### config.mk
export PLATFORM = sky130hd
export DESIGN_NAME = mem_port_arbiter_flat
export DESIGN_NICKNAME = d
export VERILOG_FILES = /design/src/rtl/mem_port_arbiter_if.sv /design/src/rtl/mem_port_arbiter.sv /design/src/flat_wrapper.sv
export SDC_FILE = /design/constraint.sdc
export NUM_CORES = 1
export LEC_CHECK = 0
export CORE_MARGIN = 4
export CORE_UTILIZATION = 43
export DETAILED_ROUTE_END_ITERATION = 10
export GPL_TIMING_DRIVEN = 1
export PLACE_DENSITY = 0.86
export SLEW_MARGIN = 40
export SYNTH_ARGS = -nofsm -noshare
export SYNTH_HDL_FRONTEND = slang
export SYNTH_SLANG_ARGS = --single-unit
### constraint.sdc
create_clock -name clk -period 3.27 [get_ports clk]
set_input_delay 0.327 -clock clk [delete_from_list [all_inputs] [get_ports clk]]
set_output_delay 0.327 -clock clk [all_outputs]
set_load 0.05 [all_outputs]
### src/rtl/mem_port_arbiter_if.sv
// Bundle of the fetch, data and memory-side signals of the memory port arbiter.
// slave  : the arbiter side.
// master : the pipeline/memory model side.
interface mem_port_arbiter_if;
    // Fetch port
    logic        if_req;
    logic [31:0] if_addr;
    logic [31:0] if_rdata;
    logic        if_done;

    // Data (load/store) port
    logic        d_req;
    logic        d_we;
    logic [3:0]  d_be;
    logic [31:0] d_addr;
    logic [31:0] d_wdata;
    logic [31:0] d_rdata;
    logic        d_done;

    // Single-port memory side
    logic        mem_req;
    logic        mem_we;
    logic [3:0]  mem_be;
    logic [31:0] mem_addr;
    logic [31:0] mem_wdata;
    logic [31:0] mem_rdata;
    logic        mem_ack;

    // Status towards the pipeline
    logic        bus_err;
    logic        stall_F;
    logic        stall_M;

    modport slave (
        input  if_req, if_addr,
        output if_rdata, if_done,
        input  d_req, d_we, d_be, d_addr, d_wdata,
        output d_rdata, d_done,
        output mem_req, mem_we, mem_be, mem_addr, mem_wdata,
        input  mem_rdata, mem_ack,
        output bus_err, stall_F, stall_M
    );

    modport master (
        output if_req, if_addr,
        input  if_rdata, if_done,
        output d_req, d_we, d_be, d_addr, d_wdata,
        input  d_rdata, d_done,
        input  mem_req, mem_we, mem_be, mem_addr, mem_wdata,
        output mem_rdata, mem_ack,
        input  bus_err, stall_F, stall_M
    );
endinterface

### src/rtl/mem_port_arbiter.sv
// Arbiter sharing one single-port memory between the instruction fetch port
// and the load/store port. Data normally wins; a starvation counter forces a
// fetch grant after STARVE_LIMIT consecutive data grants with fetch pending.
// A BUSY transaction without mem_ack is aborted after TIMEOUT cycles and
// completes with bus_err and zero read data.
module mem_port_arbiter #(
    parameter int unsigned TIMEOUT      = 16,
    parameter int unsigned STARVE_LIMIT = 4
) (
    input  logic              clk,
    input  logic              rst,
    mem_port_arbiter_if.slave bus
);

    localparam int unsigned WAIT_W   = 8;
    localparam int unsigned STARVE_W = 4;
    localparam int unsigned DATA_W   = 32;

    localparam logic [1:0] S_IDLE   = 2'd0;
    localparam logic [1:0] S_BUSY_I = 2'd1;
    localparam logic [1:0] S_BUSY_D = 2'd2;
    localparam logic [1:0] S_RESP   = 2'd3;

    logic [1:0]          r_state;
    logic [1:0]          w_state_nxt;
    logic [WAIT_W-1:0]   r_wait;
    logic [STARVE_W-1:0] r_starve;

    logic                r_mem_req;
    logic                r_mem_we;
    logic [3:0]          r_mem_be;
    logic [DATA_W-1:0]   r_mem_addr;
    logic [DATA_W-1:0]   r_mem_wdata;

    logic [DATA_W-1:0]   r_if_rdata;
    logic [DATA_W-1:0]   r_d_rdata;
    logic                r_if_done;
    logic                r_d_done;
    logic                r_bus_err;

    logic                w_busy;
    logic                w_grant_i;
    logic                w_grant_d;
    logic                w_ack;
    logic                w_timeout;
    logic                w_starve_ok;
    logic                w_finish;

    // Next-state logic and grant decision
    always_comb begin
        w_state_nxt = r_state;
        w_grant_i   = 1'b0;
        w_grant_d   = 1'b0;
        w_busy      = (r_state == S_BUSY_I) || (r_state == S_BUSY_D);
        w_ack       = w_busy && bus.mem_ack;
        w_timeout   = w_busy && !bus.mem_ack &&
                      (r_wait == WAIT_W'(TIMEOUT - 1));
        w_starve_ok = (r_starve < STARVE_W'(STARVE_LIMIT));
        w_finish    = w_ack || w_timeout;

        case (r_state)
            S_IDLE: begin
                if (bus.d_req && w_starve_ok) begin
                    w_grant_d   = 1'b1;
                    w_state_nxt = S_BUSY_D;
                end else if (bus.if_req) begin
                    w_grant_i   = 1'b1;
                    w_state_nxt = S_BUSY_I;
                end else if (bus.d_req) begin
                    w_grant_d   = 1'b1;
                    w_state_nxt = S_BUSY_D;
                end
            end
            S_BUSY_I, S_BUSY_D: begin
                if (w_finish) begin
                    w_state_nxt = S_RESP;
                end
            end
            S_RESP: begin
                w_state_nxt = S_IDLE;
            end
            default: begin
                w_state_nxt = S_IDLE;
            end
        endcase
    end

    // State register
    always_ff @(posedge clk) begin
        if (rst) begin
            r_state <= S_IDLE;
        end else begin
            r_state <= w_state_nxt;
        end
    end

    // BUSY wait counter: restarts on every grant, saturates instead of wrapping
    always_ff @(posedge clk) begin
        if (rst) begin
            r_wait <= '0;
        end else if (w_grant_i || w_grant_d) begin
            r_wait <= '0;
        end else if (w_busy && (r_wait != '1)) begin
            r_wait <= r_wait + WAIT_W'(1);
        end
    end

    // Starvation counter: counts data grants that bypassed a pending fetch
    always_ff @(posedge clk) begin
        if (rst) begin
            r_starve <= '0;
        end else if (r_state == S_IDLE) begin
            if (w_grant_i || !bus.if_req) begin
                r_starve <= '0;
            end else if (w_grant_d && (r_starve != STARVE_W'(STARVE_LIMIT))) begin
                r_starve <= r_starve + STARVE_W'(1);
            end
        end
    end

    // Memory command: latched from the winner at grant, held until the next grant
    always_ff @(posedge clk) begin
        if (rst) begin
            r_mem_req   <= 1'b0;
            r_mem_we    <= 1'b0;
            r_mem_be    <= 4'h0;
            r_mem_addr  <= '0;
            r_mem_wdata <= '0;
        end else begin
            r_mem_req <= (w_state_nxt == S_BUSY_I) || (w_state_nxt == S_BUSY_D);
            if (w_grant_d) begin
                r_mem_we    <= bus.d_we;
                r_mem_be    <= bus.d_be;
                r_mem_addr  <= bus.d_addr;
                r_mem_wdata <= bus.d_wdata;
            end else if (w_grant_i) begin
                r_mem_we    <= 1'b0;
                r_mem_be    <= 4'hF;
                r_mem_addr  <= bus.if_addr;
                r_mem_wdata <= '0;
            end
        end
    end

    // Completion: one-cycle done pulse in RESP, read data captured for the owner
    always_ff @(posedge clk) begin
        if (rst) begin
            r_if_done  <= 1'b0;
            r_d_done   <= 1'b0;
            r_bus_err  <= 1'b0;
            r_if_rdata <= '0;
            r_d_rdata  <= '0;
        end else begin
            r_if_done <= 1'b0;
            r_d_done  <= 1'b0;
            r_bus_err <= 1'b0;
            if (w_finish) begin
                r_bus_err <= w_timeout;
                if (r_state == S_BUSY_I) begin
                    r_if_done  <= 1'b1;
                    r_if_rdata <= w_ack ? bus.mem_rdata : '0;
                end else begin
                    r_d_done  <= 1'b1;
                    r_d_rdata <= w_ack ? bus.mem_rdata : '0;
                end
            end
        end
    end

    assign bus.mem_req   = r_mem_req;
    assign bus.mem_we    = r_mem_we;
    assign bus.mem_be    = r_mem_be;
    assign bus.mem_addr  = r_mem_addr;
    assign bus.mem_wdata = r_mem_wdata;
    assign bus.if_rdata  = r_if_rdata;
    assign bus.if_done   = r_if_done;
    assign bus.d_rdata   = r_d_rdata;
    assign bus.d_done    = r_d_done;
    assign bus.bus_err   = r_bus_err;

    // Pipeline stalls drop in the same cycle the done pulse appears
    assign bus.stall_F = bus.if_req & ~r_if_done;
    assign bus.stall_M = bus.d_req  & ~r_d_done;

endmodule

### src/flat_wrapper.sv
// flat-port wrapper written by rule: the top's interface ports become plain ports
module mem_port_arbiter_flat 
#(
    parameter int unsigned TIMEOUT      = 16,
    parameter int unsigned STARVE_LIMIT = 4
)
  (clk, rst, bus_if_req, bus_if_addr, bus_if_rdata, bus_if_done, bus_d_req, bus_d_we, bus_d_be, bus_d_addr, bus_d_wdata, bus_d_rdata, bus_d_done, bus_mem_req, bus_mem_we, bus_mem_be, bus_mem_addr, bus_mem_wdata, bus_mem_rdata, bus_mem_ack, bus_bus_err, bus_stall_F, bus_stall_M);
  mem_port_arbiter_if bus_i ();
  input  logic clk;
  input  logic rst;
  input wire logic [$bits(bus_i.if_req)-1:0] bus_if_req;
  input wire logic [$bits(bus_i.if_addr)-1:0] bus_if_addr;
  output wire logic [$bits(bus_i.if_rdata)-1:0] bus_if_rdata;
  output wire logic [$bits(bus_i.if_done)-1:0] bus_if_done;
  input wire logic [$bits(bus_i.d_req)-1:0] bus_d_req;
  input wire logic [$bits(bus_i.d_we)-1:0] bus_d_we;
  input wire logic [$bits(bus_i.d_be)-1:0] bus_d_be;
  input wire logic [$bits(bus_i.d_addr)-1:0] bus_d_addr;
  input wire logic [$bits(bus_i.d_wdata)-1:0] bus_d_wdata;
  output wire logic [$bits(bus_i.d_rdata)-1:0] bus_d_rdata;
  output wire logic [$bits(bus_i.d_done)-1:0] bus_d_done;
  output wire logic [$bits(bus_i.mem_req)-1:0] bus_mem_req;
  output wire logic [$bits(bus_i.mem_we)-1:0] bus_mem_we;
  output wire logic [$bits(bus_i.mem_be)-1:0] bus_mem_be;
  output wire logic [$bits(bus_i.mem_addr)-1:0] bus_mem_addr;
  output wire logic [$bits(bus_i.mem_wdata)-1:0] bus_mem_wdata;
  input wire logic [$bits(bus_i.mem_rdata)-1:0] bus_mem_rdata;
  input wire logic [$bits(bus_i.mem_ack)-1:0] bus_mem_ack;
  output wire logic [$bits(bus_i.bus_err)-1:0] bus_bus_err;
  output wire logic [$bits(bus_i.stall_F)-1:0] bus_stall_F;
  output wire logic [$bits(bus_i.stall_M)-1:0] bus_stall_M;
  assign bus_i.if_req = bus_if_req;
  assign bus_i.if_addr = bus_if_addr;
  assign bus_if_rdata = bus_i.if_rdata;
  assign bus_if_done = bus_i.if_done;
  assign bus_i.d_req = bus_d_req;
  assign bus_i.d_we = bus_d_we;
  assign bus_i.d_be = bus_d_be;
  assign bus_i.d_addr = bus_d_addr;
  assign bus_i.d_wdata = bus_d_wdata;
  assign bus_d_rdata = bus_i.d_rdata;
  assign bus_d_done = bus_i.d_done;
  assign bus_mem_req = bus_i.mem_req;
  assign bus_mem_we = bus_i.mem_we;
  assign bus_mem_be = bus_i.mem_be;
  assign bus_mem_addr = bus_i.mem_addr;
  assign bus_mem_wdata = bus_i.mem_wdata;
  assign bus_i.mem_rdata = bus_mem_rdata;
  assign bus_i.mem_ack = bus_mem_ack;
  assign bus_bus_err = bus_i.bus_err;
  assign bus_stall_F = bus_i.stall_F;
  assign bus_stall_M = bus_i.stall_M;
  mem_port_arbiter #(.TIMEOUT(TIMEOUT), .STARVE_LIMIT(STARVE_LIMIT)) u_core (.clk(clk), .rst(rst), .bus(bus_i));
endmodule
==> impl_metrics.toml <==
[critical_path]
cp.arrival_ns = 2.60
path_buf_inv = 2
rr_worst_depth = 7
start_kind = "flop"
timing.critical_path.to = "u_core.bus.if_rdata[0]"
rr_startpoint = "u_core.r_state[0]"
crit_family = "compound AO/OA/AOI/OAI gates"
end_kind = "flop"
required_ns = 3.57
crit_start = "u_core.r_state[0]"
rr_endpoint = "u_core.bus.if_rdata[0]"
crit_chain = "inv_1 > ha_1 > nand4_1 > o31ai_4 > a21oi_2 > buf_4 > a22o_2"
r2r_setup_slack_ns = 0.97
timing.setup.critical_path_class = "flop to flop"
cp_num_cells = 7
crit_path_max_fanout = 32
crit_path_max_incr_delay_ns = 0.42
cp_slowest_cell = "ha_1"

[flow_run]
maxCapViolCount = 0

[floorplan]
core-area_mm2 = 0.01216
start_util = 0.4463
ioPinCount = 277
fp.dieH_um = 120.4
dieWidth_um = 120.4
num_rows = 40
die_area_mm2 = 0.01448

[logic_synthesis]
yosys_register_bits = 151
syn_nets = 630
ys.flop_type = "dfxtp_1"
ys_warn_count = 0
synthCells = 487
syn_area_mm2 = 0.005428
async_flop_share = 0
ys_types = 44
synth_edf_count = 0
avgSynthCellArea_um2 = 11.15
seq_area_frac_synth = 0.5569

[detailed_routing]
wirelength_mm = 17.05
vias = 4961
drc = 0
ant_nets = 0
drt_iter0_drc = 298
wire_per_inst_um = 18.25
vias_per_cell = 5.312
first_pass_iters = 4

[timing]
maxSlewHeadroom = 0.5097
fin_crit_ns = 2.301
hold_viol = 0
timing.hold.ws_ns = 0.3223
tightestPinTransition_ns = 0.7337
fin_crit_sh = 0.7035
fin_worst_skew_ns = 0.005837
finalMaxSlewViolations = 0
rsz0062_at_grt = "no"
setup-violations-final = 0
setup_tns_ns = 0
fmax_mhz = 434.7
worst_slack_ns = 0.9695

[min_path]
min_path_type = "input pin to flop"

[cells_and_area]
drive_above_1_share = 0.07311
areaGrowthSynthToFinish_pct = 62.72
instances_no_fill = 934
n_antenna_cell = 0
fin_util = 0.7262
nFillCells = 879
nets = 896

[clock_network]
cts_repair_resize_count = 0
cts_tree = "built"
htreeDepth = 4
cts_buffers = 17
clk_pin_slew_ns = 0.06
ctsHoldBuffers = 0
clockBufferDepth = 2
clock_latency_ns = 0.41
cts.sinks = 151
cts-root-buf = "clkbuf_16"
postCtsSetupRepairBufs = 0

[pwr]
vdd_drop_max_mv = 0.3423
leakage_uw = 0.003466
power_density_mw_per_mm2 = 646.0

[place]
dpl.hpwl_mm = 12.76
place_inst = 902
io_buffers = 276
gp_congestion = 0.7834
pre_cts_slack_ns = 0.8532

[global_route]
antenna_found_initial = 0
grt_usage = 0.2284
grt_pass1_wl_mm = 26.17
grt_pass1_vias = 5006
grt_overflow = 0
grt_max_degree = 70

[outcome]
status = "finished clean"
## cell type report
type	count	area, um^2	share of cell area
timing repair buffer	285	2825	0.3199
inverter	6	22.52	0.002550
multi-input combinational	292	2191	0.2481
sequential	151	3023	0.3423
clock inverter	12	103.9	0.01176
tap	168	210.2	0.02380
clock buffer	20	456.7	0.05171
## per-layer routing
metal,share of wire,routed length (um),global-route usage
met1,0.38,6452,0.2451
met2,0.50,8590,0.4043
met3,0.091,1555,0.08372
met4,0.026,447,0.09703
met5,0,0,0
## where the power goes
part	switching (uW)	leakage, uW	total [uW]	internal [uW]
Sequential	107	0.00123	2140	2030
Clock	740	0.000272	1820	1080
Combinational	1090	0.00196	1750	658
## cells in the final DEF (no fill, tap or decap), drive strengths merged, types with 2 or more instances in the layout
cell type / count
a211oi: 38
a21oi: 4
a22o: 97
a311oi: 2
and3: 2
buf: 10
clkbuf: 20
clkdlybuf4s50: 275
clkinv: 8
clkinvlp: 3
dfxtp: 151
ha: 5
inv: 6
mux2i: 33
nand2: 6
nand2b: 2
nand3: 3
nand4: 3
nor2: 56
nor2b: 5
nor3: 9
nor4: 2
o21ai: 3
or2: 2
xnor2: 2
xor2: 2
## sequential cells by signal (all words and copies together) (netlist names), 2 cells and up
signal and flops:
u_core.r_starve 4, u_core.r_state 2, u_core.bus.d_rdata 32, u_core.r_wait 8
u_core.bus.mem_wdata 32, u_core.bus.if_rdata 32, u_core.bus.mem_be 4, u_core.bus.mem_addr 32
## cells in the mapped netlist (2+ instances only)
| library cell | count | area share |
|---|---|---|
| a211oi_1 | 38 | 0.053 |
| a21oi_1 | 2 | 0.0018 |
| a21oi_2 | 2 | 0.0032 |
| a22o_1 | 95 | 0.15 |
| a22o_2 | 2 | 0.0037 |
| a311oi_1 | 2 | 0.0032 |
| and3_1 | 2 | 0.0023 |
| buf_1 | 2 | 0.0014 |
| buf_2 | 7 | 0.0065 |
| buf_4 | 5 | 0.0069 |
| buf_6 | 6 | 0.012 |
| clkbuf_1 | 18 | 0.012 |
| dfxtp_1 | 151 | 0.56 |
| ha_1 | 5 | 0.012 |
| inv_1 | 6 | 0.0041 |
| mux2i_1 | 33 | 0.061 |
| nand2_1 | 6 | 0.0041 |
| nand2b_1 | 2 | 0.0023 |
| nand3_1 | 3 | 0.0028 |
| nand4_1 | 3 | 0.0035 |
| nor2_1 | 56 | 0.039 |
| nor2b_1 | 5 | 0.0058 |
| nor3_1 | 9 | 0.0083 |
| nor4_1 | 2 | 0.0023 |
| o21ai_0 | 3 | 0.0028 |
| or2_2 | 2 | 0.0023 |
| xnor2_1 | 2 | 0.0032 |
| xor2_1 | 2 | 0.0032 |
## kinds of logic after synthesis
group | Yosys count | synth area share
compound gates | 154 | 0.2381
flops | 151 | 0.5569
simple gates | 95 | 0.08022
buf+inv | 44 | 0.04380
mux | 34 | 0.06293
fa+ha+maj | 5 | 0.01153
xor+xnor | 4 | 0.006456
## how the worst min path moves through the flow
stage                     slack, ns               startpoint                      end  cells after the start
after floorplan                0.40              bus_mem_ack       u_core.bus.bus_err                      1
after global placement         0.45  u_core.bus.if_rdata[28]  u_core.bus.if_rdata[28]                      1
after detailed placement       0.46   u_core.bus.if_rdata[7]   u_core.bus.if_rdata[7]                      1
after CTS                      0.31                      rst        u_core.r_state[0]                      2
after global routing           0.32                      rst        u_core.r_state[0]                      2
final                          0.32                      rst        u_core.r_state[1]                      2
## through the flow
stage	instance area [um^2]	power [uW]
after floorplan	5428	3269
after global placement	8267	3883
after detailed placement	8272	3925
after CTS	8832	5754
after global routing	8832	5936
final	8832	5705
Power figures use the tool's default switching activity.
